$ cat src/rtl/led_chaser_pkg.sv
// Shared encodings for the LED chaser: pattern modes, bounce direction
// and fill/drain phase.
package led_chaser_pkg;

  typedef enum logic [1:0] {
    MODE_ROT_L  = 2'b00,
    MODE_ROT_R  = 2'b01,
    MODE_BOUNCE = 2'b10,
    MODE_FILL   = 2'b11
  } mode_e;

  typedef enum logic {
    DIR_UP   = 1'b0,
    DIR_DOWN = 1'b1
  } dir_e;

  typedef enum logic {
    PHASE_FILL  = 1'b0,
    PHASE_DRAIN = 1'b1
  } phase_e;

endpackage

$ cat src/rtl/led_chaser_if.sv
// Control/status bundle of the LED chaser. The master side (system or
// bench) drives freeze, mode and divider; the slave side (the chaser)
// drives the LED pattern and the step/wrap pulses.
interface led_chaser_if #(
  parameter int WIDTH = 17,
  parameter int DIV_W = 8
);
  logic             frz;
  logic [1:0]       mode;
  logic [DIV_W-1:0] div;
  logic [WIDTH-1:0] LED;
  logic             step;
  logic             wrap;

  modport master (
    output frz, mode, div,
    input  LED, step, wrap
  );

  modport slave (
    input  frz, mode, div,
    output LED, step, wrap
  );
endinterface

$ cat src/rtl/led_chaser_tick_div.sv
// Step-rate prescaler: counts clocks and raises tick once every div+1
// enabled clocks. Comparing with >= lets a lowered div take effect on
// the very next clock instead of waiting for a counter wrap.
module tick_div #(
  parameter int DIV_W = 8
) (
  input  logic             clk,
  input  logic             rst,
  input  logic             en,
  input  logic             clr,
  input  logic [DIV_W-1:0] div,
  output logic             tick
);
  localparam logic [DIV_W-1:0] CNT_ONE = DIV_W'(1);

  logic [DIV_W-1:0] r_cnt;
  logic             w_hit;

  assign w_hit = (r_cnt >= div);
  // clr wins over a coincident hit so a mode reload never also steps
  assign tick  = en & ~clr & w_hit;

  // Counter: cleared by reset or reload, held while disabled
  always_ff @(posedge clk) begin
    if (rst || clr) begin
      r_cnt <= '0;
    end else if (en) begin
      r_cnt <= w_hit ? '0 : r_cnt + CNT_ONE;
    end
  end
endmodule

$ cat src/rtl/led_chaser.sv
// LED chaser top: four pattern modes (rotate left/right, bounce,
// fill/drain) advanced by a programmable prescaler tick, with freeze,
// mode-change reload and step/wrap pulses.
module led_chaser #(
  parameter int WIDTH = 17,
  parameter int DIV_W = 8
) (
  input logic         clk,
  input logic         rst,
  led_chaser_if.slave bus
);
  import led_chaser_pkg::*;

  localparam logic [WIDTH-1:0] LED_ONE = WIDTH'(1);
  localparam logic [WIDTH-1:0] LED_MSB = {1'b1, {(WIDTH-1){1'b0}}};

  logic [WIDTH-1:0] r_led;
  logic [1:0]       r_mode_q;
  dir_e             r_dir;
  phase_e           r_phase;
  logic             r_step;
  logic             r_wrap;

  logic             w_tick;
  logic             w_mode_chg;
  logic [WIDTH-1:0] w_seed;
  logic [WIDTH-1:0] w_led_next;
  dir_e             w_dir_next;
  phase_e           w_phase_next;
  logic             w_wrap_next;

  assign w_mode_chg = (bus.mode != r_mode_q);

  tick_div #(
    .DIV_W (DIV_W)
  ) u_tick_div (
    .clk  (clk),
    .rst  (rst),
    .en   (~bus.frz),
    .clr  (w_mode_chg),
    .div  (bus.div),
    .tick (w_tick)
  );

  // Seed loaded when the incoming mode differs from the registered one
  always_comb begin
    w_seed = LED_ONE;
    case (bus.mode)
      MODE_ROT_L:  w_seed = LED_ONE;
      MODE_ROT_R:  w_seed = LED_MSB;
      MODE_BOUNCE: w_seed = LED_ONE;
      MODE_FILL:   w_seed = '0;
      default:     w_seed = LED_ONE;
    endcase
  end

  // Next pattern, direction, phase and wrap flag for the active mode
  always_comb begin
    w_led_next   = r_led;
    w_dir_next   = r_dir;
    w_phase_next = r_phase;
    w_wrap_next  = 1'b0;
    case (r_mode_q)
      MODE_ROT_L: begin
        w_led_next  = {r_led[WIDTH-2:0], r_led[WIDTH-1]};
        w_wrap_next = (w_led_next == LED_ONE);
      end
      MODE_ROT_R: begin
        w_led_next  = {r_led[0], r_led[WIDTH-1:1]};
        w_wrap_next = (w_led_next == LED_MSB);
      end
      MODE_BOUNCE: begin
        if (r_dir == DIR_UP) begin
          if (r_led[WIDTH-1]) begin
            w_led_next = r_led >> 1;
            w_dir_next = DIR_DOWN;
          end else begin
            w_led_next = r_led << 1;
          end
        end else begin
          if (r_led[0]) begin
            w_led_next = r_led << 1;
            w_dir_next = DIR_UP;
          end else begin
            w_led_next = r_led >> 1;
          end
        end
        w_wrap_next = (w_led_next == LED_ONE);
      end
      MODE_FILL: begin
        if (r_phase == PHASE_FILL) begin
          w_led_next = {r_led[WIDTH-2:0], 1'b1};
          if (w_led_next == '1) begin
            w_phase_next = PHASE_DRAIN;
          end
        end else begin
          w_led_next = {r_led[WIDTH-2:0], 1'b0};
          if (w_led_next == '0) begin
            w_phase_next = PHASE_FILL;
            w_wrap_next  = 1'b1;
          end
        end
      end
      default: begin
        w_led_next = r_led;
      end
    endcase
  end

  // Pattern state: reset, then mode reload, then tick-driven advance
  always_ff @(posedge clk) begin
    if (rst) begin
      r_led    <= LED_ONE;
      r_dir    <= DIR_UP;
      r_phase  <= PHASE_FILL;
      r_step   <= 1'b0;
      r_wrap   <= 1'b0;
      r_mode_q <= bus.mode;
    end else begin
      r_mode_q <= bus.mode;
      r_step   <= 1'b0;
      r_wrap   <= 1'b0;
      if (w_mode_chg) begin
        r_led   <= w_seed;
        r_dir   <= DIR_UP;
        r_phase <= PHASE_FILL;
      end else if (w_tick) begin
        r_led   <= w_led_next;
        r_dir   <= w_dir_next;
        r_phase <= w_phase_next;
        r_step  <= 1'b1;
        r_wrap  <= w_wrap_next;
      end
    end
  end

  assign bus.LED  = r_led;
  assign bus.step = r_step;
  assign bus.wrap = r_wrap;
endmodule

$ cat src/flat_wrapper.sv
// flat-port wrapper written by rule: the top's interface ports become plain ports
module led_chaser_flat import led_chaser_pkg::*;
#(
  parameter int WIDTH = 17,
  parameter int DIV_W = 8
)
  (clk, rst, bus_frz, bus_mode, bus_div, bus_LED, bus_step, bus_wrap);
  led_chaser_if #(.WIDTH(WIDTH), .DIV_W(DIV_W)) bus_i ();
  input logic clk;
  input logic rst;
  input wire logic [$bits(bus_i.frz)-1:0] bus_frz;
  input wire logic [$bits(bus_i.mode)-1:0] bus_mode;
  input wire logic [$bits(bus_i.div)-1:0] bus_div;
  output wire logic [$bits(bus_i.LED)-1:0] bus_LED;
  output wire logic [$bits(bus_i.step)-1:0] bus_step;
  output wire logic [$bits(bus_i.wrap)-1:0] bus_wrap;
  assign bus_i.frz = bus_frz;
  assign bus_i.mode = bus_mode;
  assign bus_i.div = bus_div;
  assign bus_LED = bus_i.LED;
  assign bus_step = bus_i.step;
  assign bus_wrap = bus_i.wrap;
  led_chaser #(.WIDTH(WIDTH), .DIV_W(DIV_W)) u_core (.clk(clk), .rst(rst), .bus(bus_i));
endmodule
$ cat config.mk
export PLATFORM = sky130hd
export DESIGN_NAME = led_chaser_flat
export DESIGN_NICKNAME = d
export VERILOG_FILES = /design/src/rtl/led_chaser_pkg.sv /design/src/rtl/led_chaser_if.sv /design/src/rtl/led_chaser_tick_div.sv /design/src/rtl/led_chaser.sv /design/src/flat_wrapper.sv
export SDC_FILE = /design/constraint.sdc
export NUM_CORES = 1
export LEC_CHECK = 0
export ABC_AREA = 0
export CELL_PAD_IN_SITES_DETAIL_PLACEMENT = 1
export CELL_PAD_IN_SITES_GLOBAL_PLACEMENT = 1
export CORE_ASPECT_RATIO = 0.7
export CORE_MARGIN = 2
export CORE_UTILIZATION = 35
export DETAILED_ROUTE_END_ITERATION = 16
export PLACE_DENSITY_LB_ADDON = 0.1
export SYNTH_ARGS = -nofsm -noshare
export SYNTH_HDL_FRONTEND = slang
export SYNTH_SLANG_ARGS = --single-unit
$ cat constraint.sdc
create_clock -name clk -period 1.8 [get_ports clk]
set_input_delay 0.18 -clock clk [delete_from_list [all_inputs] [get_ports clk]]
set_output_delay 0.18 -clock clk [all_outputs]
set_load 0.02 [all_outputs]
# Word-level counts from Yosys, hierarchy flattened
# Cells that the tools add are included.
totals:
  register_bits: 31
  inputBits: 13
  out_inout_bits: 19
  wordCells: 55
op_classes:
  add_sub_neg: 1
  order_cmp: 1
  n_eq_ne: 11
  n_mux: 20
  bitwise: 5
  reduce_logical: 10
ops:
  columns: ["operator", "n"]
  rows:
  - ["17-bit two-way mux", 6]
  - ["17-bit one-hot mux with 4 select lines", 1]
  - ["17-bit one-hot mux with 3 select lines", 1]
  - ["17-bit by 1-bit equality test with 1-bit output (second input constant)", 2]
  - ["17-bit equality test (second input constant)", 1]
  - ["16-bit equality test (second input constant)", 1]
  - ["16-bit logical NOT", 1]
  - ["1-bit two-way mux", 10]
  - ["8-bit by 1-bit adder with 8-bit output (second input constant)", 1]
  - ["2-bit equality test (second input constant)", 4]
  - ["8-bit >= comparator", 1]
  - ["8-bit two-way mux", 1]
  - ["2-bit by 1-bit equality test with 1-bit output (second input constant)", 2]
  - ["2-bit logical NOT", 2]
  - ["1-bit one-hot mux with 4 select lines", 1]
  - ["2-bit AND reduction", 2]
  - ["2-bit OR reduction", 2]
  - ["1-bit inverter", 3]
  - ["3-bit OR reduction", 1]
  - ["1-bit bitwise AND", 2]
  - ["2-bit != test", 1]
  - ["2-bit nonzero test", 1]
  - ["1-bit logical OR", 1]

# Longest topological paths before layout
logic_depth:
  ltp_word: 6
  mapped_depth: 8
  depth_no_buf: 7

# Modules after synthesis
# Synthesis repeated with hierarchy kept, for this count alone.
hier_totals:
  cells_unflattened: 243
  hier_area_um2: 2073.2
modules_own_cells:
  columns: ["module", "instances", "cells_each", "area_per_inst_um2", "seq_area_each_um2"]
  rows:
  - ["led_chaser", 1, 178, 1441.4, 460.4]
  - ["tick_div", 1, 65, 631.9, 160.2]

# Worst setup path before layout
# No wires, ideal clock.
synth_path:
  path_kind: "flip-flop to flip-flop"
  startpoint: "reg u_core.u_tick_div.r_cnt[0]"
  endpoint: "reg u_core.r_led[13] (netlist: u_core.bus.LED[13])"
  setup_ns: 0.091
  arrival_time_ns: 1.683
  required_ns: 1.709
  slack_ns: 0.026
  stages_incl_launch_ff: 9
  n_path_buf: 1
  synth_period_minus_slack_ns: 1.774
  cell_sequence: "dfxtp_1 > inv_1 > ha_1 > nand2b_1 > a31oi_1 > o31ai_2 > clkbuf_1 > nor2_1 > a311oi_1"
synth_between:
  elab_chain_cells: 3
synth_rtl:
  columns: ["element", "line_no", "source"]
  rows:
  - ["start, declared", "led_chaser_tick_div.sv:16", "logic [DIV_W-1:0] r_cnt;"]
  - ["start signal, assigned", "led_chaser_tick_div.sv:28", "r_cnt <= w_hit ? '0 : r_cnt + CNT_ONE;"]
  - ["8-bit >= comparator", "led_chaser_tick_div.sv:19", "assign w_hit = (r_cnt >= div);"]
  - ["1-bit bitwise AND", "led_chaser_tick_div.sv:21", "assign tick = en & ~clr & w_hit;"]
  - ["2-bit nonzero test (no source line)", null, null]
  - ["end signal, assigned", "led_chaser.sv:124", "r_led <= w_seed;"]
  - ["end signal, assigned", "led_chaser.sv:128", "r_led <= w_led_next;"]
  - ["end, declared", "led_chaser.sv:17", "logic [WIDTH-1:0] r_led;"]
# Every way passes these cells.
# A chain may end at the register's enable or synchronous reset.

# Final worst setup path
layout_path:
  startpoint: "reg u_core.u_tick_div.r_cnt[2]"
  endpoint: "reg u_core.r_led[14] (netlist: u_core.bus.LED[14])"
# The elaborated chain is that of the path after synthesis.

==> results.yml <==
logic_synthesis:
  synth-compound-area-share_pct: 21.8
  synthCells: 245
  synthArstFlopShare_pct: 0
  synthXorXnorAreaFrac_pct: 4.04
  synth_flop_cell: "dfxtp_1"
  synthAdderAreaFrac_pct: 5.86
  synth_edf_count: 0
  muxShareOfSynthArea_pct: 0.521
  yosysWarnings: 0
  synth_top_family_by_area: "simple AND/OR/NAND/NOR gates"
  synth_nets: 267
  ys_seq_area_share_pct: 32.3
  avgSynthCellArea_um2: 7.84
  netlist_area_mm2: 0.00192
  ys_ff_latch: 31
  synth_cell_types: 45
  synthSimpleGateAreaFrac_pct: 28.6
placement:
  placed_cells: 368
  place_area_mm2: 0.00252
  dp_hpwl_um: 4760
  portBuffers: 31
  place_congestion: 0.870
sta:
  clock.fmax_mhz: 527
  min_period_ns: 1.90
  maxSlewViolCount: 0
  slew_headroom_pct: 72.2
  skew_ns: 0.00658
  tightestPinTransition_ns: 0.415
  hold_violations: 0
  finalSetupTns_ns: -0.401
  rsz0062_at_grt: "true"
  setup_viol: 10
  min_period_over_period_pct: 105
  setup_slack_ns: -0.0965
run:
  drv_cap: 0
power:
  power.leakage_nw: 1.08
  design_power_total_mw: 1.47
  p_seq_share_pct: 47.7
  p_int_mw: 1.07
  power_frac_clock_pct: 34.8
  p_sw_uw: 401
  irDropWorstVdd_uv: 288
  swShare_pct: 27.3
  power_frac_comb_pct: 17.4
  p_per_area_mw_per_mm2: 499
cells_and_area:
  mostFrequentLayoutCells: "buf_4, clkdlybuf4s50_1, dfxtp_1"
  area_delta_synth_final_pct: 53.0
  finalNonFillerCells: 382
  multi_input_comb_area_mm2: 0.00140
  drive_above_1_share_pct: 31.3
  fin_area_mm2: 0.00294
  diodes: 0
  fill_cells: 635
  register_area_um2: 627
  fin_nets: 333
  final_common_cell: "buf_4"
floorplanning:
  die-height_um: 66.0
  die_width_um: 92.5
  coreArea_mm2: 0.00526
  initial_core_util_pct: 36.5
  rows: 22
  io_pins: 32
  die_area_mm2: 0.00611
worst_setup_path:
  startpoint_type: "register"
  worstPathArrival_ns: 2.04
  critPathSlowestCell: "dfxtp_4"
  worst-path-buf-inv: 3
  crit_required_ns: 1.94
  critPathKind: "reg2reg"
  endpoint_kind: "register"
  slowest_delay_ns: 0.35
  critPathMaxFanout: 8
  cpLargestDelayFamily: "compound AO/OA/AOI/OAI gates"
  cp_cell_sequence: "ha_4, a211o_1, a31oi_4, o31ai_4, buf_12, buf_6, buf_16, nor2_2, a311oi_2"
status:
  outcome: "finished, violations left"
  violations: "setup timing"
clocking:
  cts_tree: "yes"
  clock_latency_ns: 0.28
  path_clk_slew_ns: 0.07
  cts_root_buf: "clkbuf_8"
  clock_sinks: 31
  numCtsBuffers: 5
  cts_buffer_depth: 2
  cts.htree.levels: 2
route:
  antenna_left: 0
  firstDrtPassIters: 4
  drc: 0
  vias: 2106
  totalWireLength_um: 6880
  drt-wirelength-per-cell_um: 18.0
  viasPerCell: 5.51
  first_iter_violations: 103
grt:
  grt_pass1_vias: 2144
  antenna_found_initial: 0
  grt_max_degree: 16
  gr-total-overflow: 0
  grt_pass1_wl_um: 11000
  grt.total_usage_pct: 23.1
hold_path:
  min_path_type: "in2reg"
## worst register-to-register path: stages (launching register included)
cell and delay, ns:
dfxtp_4 0.35, ha_4 0.21, a211o_1 0.32, a31oi_4 0.18, o31ai_4 0.10, buf_12 0.15
buf_6 0.12, buf_16 0.13, nor2_2 0.14, a311oi_2 0.06
## power by group through the flow
stage / logic [mW] / registers, mW / clock network [mW]
2_1_floorplan: 0.121 / 0.718 / 0
3_3_place_gp: 0.214 / 0.717 / 0
3_5_place_dp: 0.218 / 0.717 / 0
4_1_cts: 0.240 / 0.702 / 0.516
5_1_grt: 0.277 / 0.702 / 0.561
6_report: 0.256 / 0.701 / 0.511
## Yosys cell counts, types with 3 or more instances
| library cell | number | share of area, % |
|---|---|---|
| and3_1 | 3 | 0.98 |
| xnor2_1 | 3 | 1.4 |
| o21ai_0 | 5 | 1.3 |
| xor2_1 | 4 | 1.8 |
| nor2b_1 | 6 | 2.0 |
| clkbuf_1 | 8 | 1.6 |
| dfxtp_1 | 31 | 32 |
| nand3_1 | 17 | 4.4 |
| nand2b_1 | 3 | 0.98 |
| nand4_1 | 5 | 1.6 |
| inv_1 | 12 | 2.3 |
| nor2_1 | 36 | 7.0 |
| a311oi_1 | 15 | 6.8 |
| a211o_1 | 3 | 1.4 |
| a211oi_1 | 3 | 1.2 |
| a31oi_1 | 3 | 0.98 |
| nor3_1 | 7 | 1.8 |
| ha_1 | 9 | 5.9 |
| buf_2 | 7 | 1.8 |
| a21oi_1 | 6 | 1.6 |
| o31ai_1 | 3 | 1.2 |
| nand2_1 | 24 | 4.7 |
## what timing repair did
item                                    4_1_cts  5_1_grt
hold endpoints to repair                      0        0
gates cloned                                  2        0
gates resized for setup                      22       37
buffers inserted                              5        2
pin swaps                                    18       22
hold buffers                                  0        0
endpoints found under the setup margin       29       28
## stage by stage
step / util [%] / hold slack [ns] / setup slack [ns]
2_1_floorplan: - / 0.208 / 0.0264
3_3_place_gp: 47.9 / 0.566 / -0.458
3_5_place_dp: 47.9 / 0.578 / -0.588
4_1_cts: 52.9 / 0.529 / -0.122
5_1_grt: 55.9 / 0.557 / -0.155
6_report: 55.9 / 0.551 / -0.0965
## per-layer routing
layer  vias up  part of all wire (%)  global-route usage, %
met5         -                     0                      0
met3         6                   3.1                   4.56
met2        48                    43                   33.9
li1       1017                     -                      -
met4         0                  0.95                   6.34
met1      1035                    53                   34.2
## final timing paths
| kind | from | depth (start not counted) | slack (ns) | end |
|---|---|---|---|---|
| setup / recovery | u_core.u_tick_div.r_cnt[2] | 9 | -0.1 | u_core.bus.LED[14] |
| setup reg to reg | u_core.u_tick_div.r_cnt[2] | 9 | -0.1 | u_core.bus.LED[14] |
| hold reg to reg | u_core.bus.LED[7] | 2 | 0.58 | u_core.bus.LED[7] |
| hold / removal | bus_mode[1] | 2 | 0.55 | u_core.r_mode_q[1] |
## layout make-up
| class | count | share of cell area [%] |
|---|---|---|
| inverter | 12 | 1.53 |
| clock buffer | 6 | 2.47 |
| timing repair buffer | 76 | 24.1 |
| tap | 72 | 3.07 |
| multi-input combinational | 185 | 47.5 |
| sequential | 31 | 21.3 |
## state kept, by name, indices dropped and copies added, names as in the netlist
name and count:
u_core.bus.LED 17, u_core.r_mode_q 2, u_core.bus.step 1, u_core.bus.wrap 1, u_core.r_dir 1, u_core.u_tick_div.r_cnt 8
u_core.r_phase 1
## kinds of logic after synthesis
kind of cell               count (synthesis)
AOI/OAI and AO/OA                         54
and+or+nand+nor                          113
buffers and inverters                     29
xor gates and xnor gates                   8
DFF                                       31
adders and majority gates                  9
muxes                                      1
Power figures use the tool's default switching activity.
